==> src/rtl/dpu_seq.sv <==
// Clocked DPU: registered ALU behind a valid/ready handshake, shift-add multiplier,
// output select and a multiplexed seven-segment scanner. Optional feature macro: DPU_ACC_EN.
module dpu_seq #(
  parameter int unsigned WIDTH    = 4,
  parameter int unsigned DIGITS   = 4,
  parameter int unsigned SCAN_DIV = 1000
) (
  input  logic                 clk,
  input  logic                 rst,
  input  logic [2:0]           op,
  input  logic [WIDTH-1:0]     a,
  input  logic [WIDTH-1:0]     b,
  input  logic                 in_valid,
`ifdef DPU_ACC_EN
  input  logic                 acc_sel,
`endif
  output logic                 in_ready,
  input  logic [1:0]           dsel,
  output logic                 out_valid,
  output logic                 busy,
  output logic [2*WIDTH-1:0]   dout,
  output logic [6:0]           seg,
  output logic [DIGITS-1:0]    an
);

  localparam int unsigned RW      = 2 * WIDTH;
  localparam int unsigned CntW    = $clog2(SCAN_DIV);
  localparam int unsigned IdxW    = (DIGITS > 1) ? $clog2(DIGITS) : 1;
  localparam int unsigned MulCntW = $clog2(WIDTH);
  localparam int unsigned ExtW    = 4 * DIGITS + RW;

  localparam logic [MulCntW-1:0] MulLast  = MulCntW'(WIDTH - 1);
  localparam logic [CntW-1:0]    ScanLast = CntW'(SCAN_DIV - 1);
  localparam logic [IdxW-1:0]    IdxLast  = IdxW'(DIGITS - 1);

  typedef enum logic [1:0] {StIdle, StExec, StMul, StDone} state_e;

  state_e               state_q, state_d;
  logic [2:0]           op_q, op_d;
  logic [WIDTH-1:0]     rega_q, rega_d, regb_q, regb_d;
  logic [RW-1:0]        result_q, result_d;
  logic [3:0]           flags_q, flags_d;
  logic [RW-1:0]        prod_q, prod_d, mcand_q, mcand_d;
  logic [WIDTH-1:0]     mplier_q, mplier_d;
  logic [MulCntW-1:0]   mcnt_q, mcnt_d;
  logic [CntW-1:0]      scan_cnt_q;
  logic [IdxW-1:0]      idx_q;
  logic [6:0]           seg_q;
  logic [DIGITS-1:0]    an_q;

  logic                 accept;
  logic [WIDTH-1:0]     a_src;
  logic [WIDTH:0]       sum, diff;
  logic [RW-1:0]        alu_res, prod_step;
  logic                 alu_c, alu_v;
  logic [ExtW-1:0]      ext;
  logic [3:0]           nibble;
  logic                 scan_wrap;

  assign accept = in_valid && (state_q == StIdle);

`ifdef DPU_ACC_EN
  // Chained operation: A comes from the low half of the previous result.
  assign a_src = acc_sel ? result_q[WIDTH-1:0] : a;
`else
  assign a_src = a;
`endif

  // ALU on the latched operands; carry/borrow lands in bit WIDTH of sum/diff.
  always_comb begin
    sum     = {1'b0, rega_q} + {1'b0, regb_q};
    diff    = {1'b0, rega_q} - {1'b0, regb_q};
    alu_res = '0;
    alu_c   = 1'b0;
    alu_v   = 1'b0;
    case (op_q)
      3'd0: begin
        alu_res[WIDTH:0] = sum;
        alu_c            = sum[WIDTH];
        alu_v            = (rega_q[WIDTH-1] == regb_q[WIDTH-1]) &&
                           (sum[WIDTH-1] != rega_q[WIDTH-1]);
      end
      3'd1: begin
        alu_res[WIDTH-1:0] = diff[WIDTH-1:0];
        alu_c              = diff[WIDTH];
        alu_v              = (rega_q[WIDTH-1] != regb_q[WIDTH-1]) &&
                             (diff[WIDTH-1] != rega_q[WIDTH-1]);
      end
      3'd2:    alu_res[WIDTH-1:0] = rega_q & regb_q;
      3'd3:    alu_res[WIDTH-1:0] = rega_q | regb_q;
      3'd4:    alu_res[WIDTH-1:0] = rega_q ^ regb_q;
      3'd5:    alu_res[WIDTH-1:0] = ~rega_q;
      3'd6:    alu_res[WIDTH:0]   = {rega_q, 1'b0};
      default: alu_res = '0;
    endcase
  end

  assign prod_step = prod_q + (mplier_q[0] ? mcand_q : '0);

  always_comb begin
    state_d  = state_q;
    op_d     = op_q;
    rega_d   = rega_q;
    regb_d   = regb_q;
    result_d = result_q;
    flags_d  = flags_q;
    prod_d   = prod_q;
    mcand_d  = mcand_q;
    mplier_d = mplier_q;
    mcnt_d   = mcnt_q;
    unique case (state_q)
      StIdle: begin
        if (accept) begin
          op_d     = op;
          rega_d   = a_src;
          regb_d   = b;
          prod_d   = '0;
          mcand_d  = {{(RW-WIDTH){1'b0}}, a_src};
          mplier_d = b;
          mcnt_d   = '0;
          state_d  = (op == 3'd7) ? StMul : StExec;
        end
      end
      StExec: begin
        result_d = alu_res;
        flags_d  = {alu_res == '0, alu_c, alu_res[WIDTH-1], alu_v};
        state_d  = StDone;
      end
      StMul: begin
        prod_d   = prod_step;
        mcand_d  = mcand_q << 1;
        mplier_d = mplier_q >> 1;
        mcnt_d   = mcnt_q + 1'b1;
        if (mcnt_q == MulLast) begin
          result_d = prod_step;
          flags_d  = {prod_step == '0, 1'b0, prod_step[WIDTH-1], 1'b0};
          state_d  = StDone;
        end
      end
      StDone:  state_d = StIdle;
      default: state_d = StIdle;
    endcase
  end

  assign in_ready  = (state_q == StIdle);
  assign out_valid = (state_q == StDone);
  assign busy      = (state_q == StExec) || (state_q == StMul);

  always_comb begin
    dout = '0;
    case (dsel)
      2'd0:    dout = result_q;
      2'd1:    dout[WIDTH-1:0] = rega_q;
      2'd2:    dout[WIDTH-1:0] = regb_q;
      default: dout[4:0] = {busy, flags_q};
    endcase
  end

  // Zero padding above dout makes digits beyond the result width show 0.
  assign ext       = {{(4*DIGITS){1'b0}}, dout};
  assign nibble    = 4'(ext >> (4 * idx_q));
  assign scan_wrap = (scan_cnt_q == ScanLast);

  function automatic logic [6:0] hex7(input logic [3:0] n);
    case (n)
      4'h0: hex7 = 7'b0000001;
      4'h1: hex7 = 7'b1001111;
      4'h2: hex7 = 7'b0010010;
      4'h3: hex7 = 7'b0000110;
      4'h4: hex7 = 7'b1001100;
      4'h5: hex7 = 7'b0100100;
      4'h6: hex7 = 7'b0100000;
      4'h7: hex7 = 7'b0001111;
      4'h8: hex7 = 7'b0000000;
      4'h9: hex7 = 7'b0000100;
      4'hA: hex7 = 7'b0001000;
      4'hB: hex7 = 7'b1100000;
      4'hC: hex7 = 7'b0110001;
      4'hD: hex7 = 7'b1000010;
      4'hE: hex7 = 7'b0110000;
      default: hex7 = 7'b0111000;
    endcase
  endfunction

  always_ff @(posedge clk or posedge rst) begin
    if (rst) begin
      state_q    <= StIdle;
      op_q       <= '0;
      rega_q     <= '0;
      regb_q     <= '0;
      result_q   <= '0;
      flags_q    <= '0;
      prod_q     <= '0;
      mcand_q    <= '0;
      mplier_q   <= '0;
      mcnt_q     <= '0;
      scan_cnt_q <= '0;
      idx_q      <= '0;
      seg_q      <= 7'b1111111;
      an_q       <= '1;
    end else begin
      state_q    <= state_d;
      op_q       <= op_d;
      rega_q     <= rega_d;
      regb_q     <= regb_d;
      result_q   <= result_d;
      flags_q    <= flags_d;
      prod_q     <= prod_d;
      mcand_q    <= mcand_d;
      mplier_q   <= mplier_d;
      mcnt_q     <= mcnt_d;
      scan_cnt_q <= scan_wrap ? '0 : scan_cnt_q + 1'b1;
      // Each wrap latches the current digit, then moves on to the next one.
      if (scan_wrap) begin
        seg_q <= hex7(nibble);
        an_q  <= ~(DIGITS'(1) << idx_q);
        idx_q <= (idx_q == IdxLast) ? '0 : idx_q + 1'b1;
      end
    end
  end

  assign seg = seg_q;
  assign an  = an_q;

endmodule

==> config.mk <==
export PLATFORM = sky130hd
export DESIGN_NAME = dpu_seq
export DESIGN_NICKNAME = d
export VERILOG_FILES = /design/src/rtl/dpu_seq.sv
export SDC_FILE = /design/constraint.sdc
export NUM_CORES = 1
export LEC_CHECK = 0
export CORE_ASPECT_RATIO = 0.75
export CORE_MARGIN = 3
export CORE_UTILIZATION = 58
export DETAILED_ROUTE_END_ITERATION = 8
export PLACE_DENSITY_LB_ADDON = 0.1
export SLEW_MARGIN = 20
export SYNTH_ARGS = -nofsm -noshare
export SYNTH_HDL_FRONTEND = slang
export SYNTH_SLANG_ARGS = --single-unit
==> constraint.sdc <==
create_clock -name clk -period 2.8 [get_ports clk]
set_input_delay 0.56 -clock clk [delete_from_list [all_inputs] [get_ports clk]]
set_output_delay 0.56 -clock clk [all_outputs]
set_load 0.03 [all_outputs]
==> flow_summary.toml <==
[placement]
pre_cts_slack_ns = -0.216
gp_congestion = 0.888
buffer_ports.inserted = 37
dp_hpwl_mm = 7.62

[layout]
area_growth_pct = 17.5
insertedDiodeCount = 0
final_common_cell = "sky130_fd_sc_hd__dfrtp_1"
drive_gt1_frac = 0.159
final.fill_count = 552
fin_util = 0.723
most_frequent_cells_in_the_layout = "58 x sky130_fd_sc_hd__dfrtp_1, 55 x sky130_fd_sc_hd__nand2_1, 44 x sky130_fd_sc_hd__o21ai_0, 34 x sky130_fd_sc_hd__ha_1, 31 x sky130_fd_sc_hd__buf_4"
nets = 557

[timing]
fin_hold_ws_ns = 0.468
timing.fmax_mhz = 375
grt_setup_unrepaired = "false"
fin_crit_ns = 2.67
timing.final.ws_setup_ns = 0.135
setup_viol = 0
final.period_utilization = 0.952
maxSlewHeadroom = 0.572
fin_skew_ns = 0.0133
worst-slew-pin-transition_ns = 0.637
fin_setup_tns_ns = 0
timing.final.hold_violations = 0
finalMaxSlewViolations = 0

[routing]
drt_iter0_markers = 164
via_count = 3438
wire_per_inst_um = 16.3
remaining_drc_errors = 0
avgViaCountPerCell = 5.66
drt_wl_total_mm = 9.90
drtPass1Iterations = 5
antenna_left = 0

[die]
die_w_um = 106
die_area_um2 = 8540
floorplan.initialDensity = 0.616
die_h_um = 80.8
placement_rows = 26
core_area_um2 = 7030
io_pins = 38

[setup_path]
crit_arrival_ns = 2.11
rr_worst_depth = 8
worst_ep_required_time_ns = 2.24
ff2ff_setup_slack_ns = 0.22
crit-reg2reg-launch = "rega_q[0]"
cp-start-kind = "input pin"
end_kind = "output port"
worst-setup-path-type = "input pin to output port"
critical_path_peak_fanout = 7
crit-reg2reg-capture = "flags_q[3]"

[clock_tree]
cts_buffer_depth = 2
cts_htree_levels = 3
cts.clk_slew.worst_paths_ns = 0.07
clk_root_buffer_cell = "sky130_fd_sc_hd__clkbuf_8"
clock-sinks = 69
clk-insertion-delay-late_ns = 0.35
ctsHoldBuffers = 0
cts_buffer_count = 9
clock_tree_from_tritoncts = "yes"

[hold_path]
worstHoldEndpoint = "seg[6]"
hold_start = "seg[6]"
min_delay_path_depth = 2
timing.hold.worst.class = "register to register"

[grt]
track_usage = 0.244
gr-total-overflow = 0
first_global_vias = 3293
grt_first_pass_wirelength_mm = 16.3
grt_antenna_before_repair = 0
grt_start_max_net_pins = 28

[yosys]
synth_area_leader_cell = "sky130_fd_sc_hd__dfrtp_1"
synth_edf_count = 0
syn-cell-area_um2 = 4330
synth_top_area_share = 0.335
synth.distinct_cells = 55
postSynth.asyncResetShare = 1.00
syn-num-nets = 501
synth.yosys.warnings = 0
postSynthCellCount = 448
synth_flop_type = "sky130_fd_sc_hd__dfrtp_1"
yosys_register_bits = 69
synth_top_cells_by_area = "sky130_fd_sc_hd__dfrtp_1 34%, sky130_fd_sc_hd__ha_1 9.8%, sky130_fd_sc_hd__dfstp_2 6.7%"
synth_area_per_cell_um2 = 9.66
synth_seq_area_share = 0.402

[pwr]
power_density_nw_per_um2 = 1060
power.leakage_uw = 0.00241
vdd_ir_drop_max_uv = 524
design_power_total_uw = 5390

[run]
max_cap_violations = 0

[outcome]
status = "finished, final reports clean"
[worst max-delay path by stage]
stage / startpoint / end / slack (ns) / depth (start not counted)
2_1_floorplan: dsel[0] / seg[3] / 0.11 / 8
3_3_place_gp: dsel[1] / dout[2] / -0.09 / 4
3_5_place_dp: dsel[0] / seg[3] / -0.22 / 10
4_1_cts: dsel[1] / dout[2] / 0.13 / 4
5_1_grt: rega_q[0] / flags_q[3] / 0.04 / 8
6_report: dsel[1] / dout[2] / 0.13 / 4
[timing repair]
action,in CTS,in global routing
resized for setup,5,1
setup buffers,0,0
endpoints found under the setup margin,5,1
[flip-flops by register name, indices dropped and copies added, names as in the netlist, 3 cells and up]
signal and flops:
an 4, flags_q 3, mcand_q 8, mplier_q 4, op_q 3, prod_q 8, rega_q 4, regb_q 4
result_q 8, scan_cnt_q 10, seg 7
[cells in the mapped netlist, types with 6 or more instances]
| cell | instances |
|---|---|
| sky130_fd_sc_hd__dfstp_2 | 11 |
| sky130_fd_sc_hd__a21o_1 | 7 |
| sky130_fd_sc_hd__clkbuf_1 | 11 |
| sky130_fd_sc_hd__xor2_1 | 10 |
| sky130_fd_sc_hd__a21oi_1 | 17 |
| sky130_fd_sc_hd__a22o_1 | 9 |
| sky130_fd_sc_hd__inv_1 | 25 |
| sky130_fd_sc_hd__mux2i_1 | 12 |
| sky130_fd_sc_hd__and2_1 | 12 |
| sky130_fd_sc_hd__nor2_1 | 28 |
| sky130_fd_sc_hd__nor3_1 | 6 |
| sky130_fd_sc_hd__mux2_2 | 13 |
| sky130_fd_sc_hd__nand2_1 | 55 |
| sky130_fd_sc_hd__ha_1 | 34 |
| sky130_fd_sc_hd__dfrtp_1 | 58 |
| sky130_fd_sc_hd__o21ai_0 | 44 |
| sky130_fd_sc_hd__nand3_1 | 10 |
[metal layers]
metal	global-route usage	wire, µm	vias up
li1	-	-	1690
met1	0.343	4780	1659
met2	0.384	4500	73
met3	0.0588	471	16
met4	0.0686	150	0
met5	0	0	-
[power breakdown]
group	internal [µW]	switching [µW]	leakage [µW]
clock	317	375	0.0000807
combinational	1340	1780	0.00147
sequential	1280	312	0.000858
[cell type report]
class / instances / area [µm²] / area share
timing repair buffer: 65 / 567 / 0.111
inverter: 25 / 93.8 / 0.0185
tap: 98 / 123 / 0.0241
clock inverter: 5 / 30.0 / 0.00591
clock buffer: 11 / 131 / 0.0258
multi-input combinational: 334 / 2400 / 0.472
sequential: 69 / 1740 / 0.342
[through the flow]
stage          instance area (µm²)  instances
6_report                      5080        607
5_1_grt                       5080        607
4_1_cts                       5080        607
3_5_place_dp                  4930        591
3_3_place_gp                  4930        591
2_1_floorplan                 4330        448
[worst max-delay path, cell delays in order]
cell and delay, ns:
sky130_fd_sc_hd__clkdlybuf4s50_1 0.47, sky130_fd_sc_hd__buf_4 0.16, sky130_fd_sc_hd__mux4_2 0.53, sky130_fd_sc_hd__dlygate4sd2_1 0.38
[cell families after synthesis]
logic type,share of synthesized area
fa+ha+maj,0.112
flops,0.402
xor+xnor,0.0304
compound gates,0.158
simple gates,0.160
mux,0.0928
buf+inv,0.0440
(Power assumes the default switching activity.)
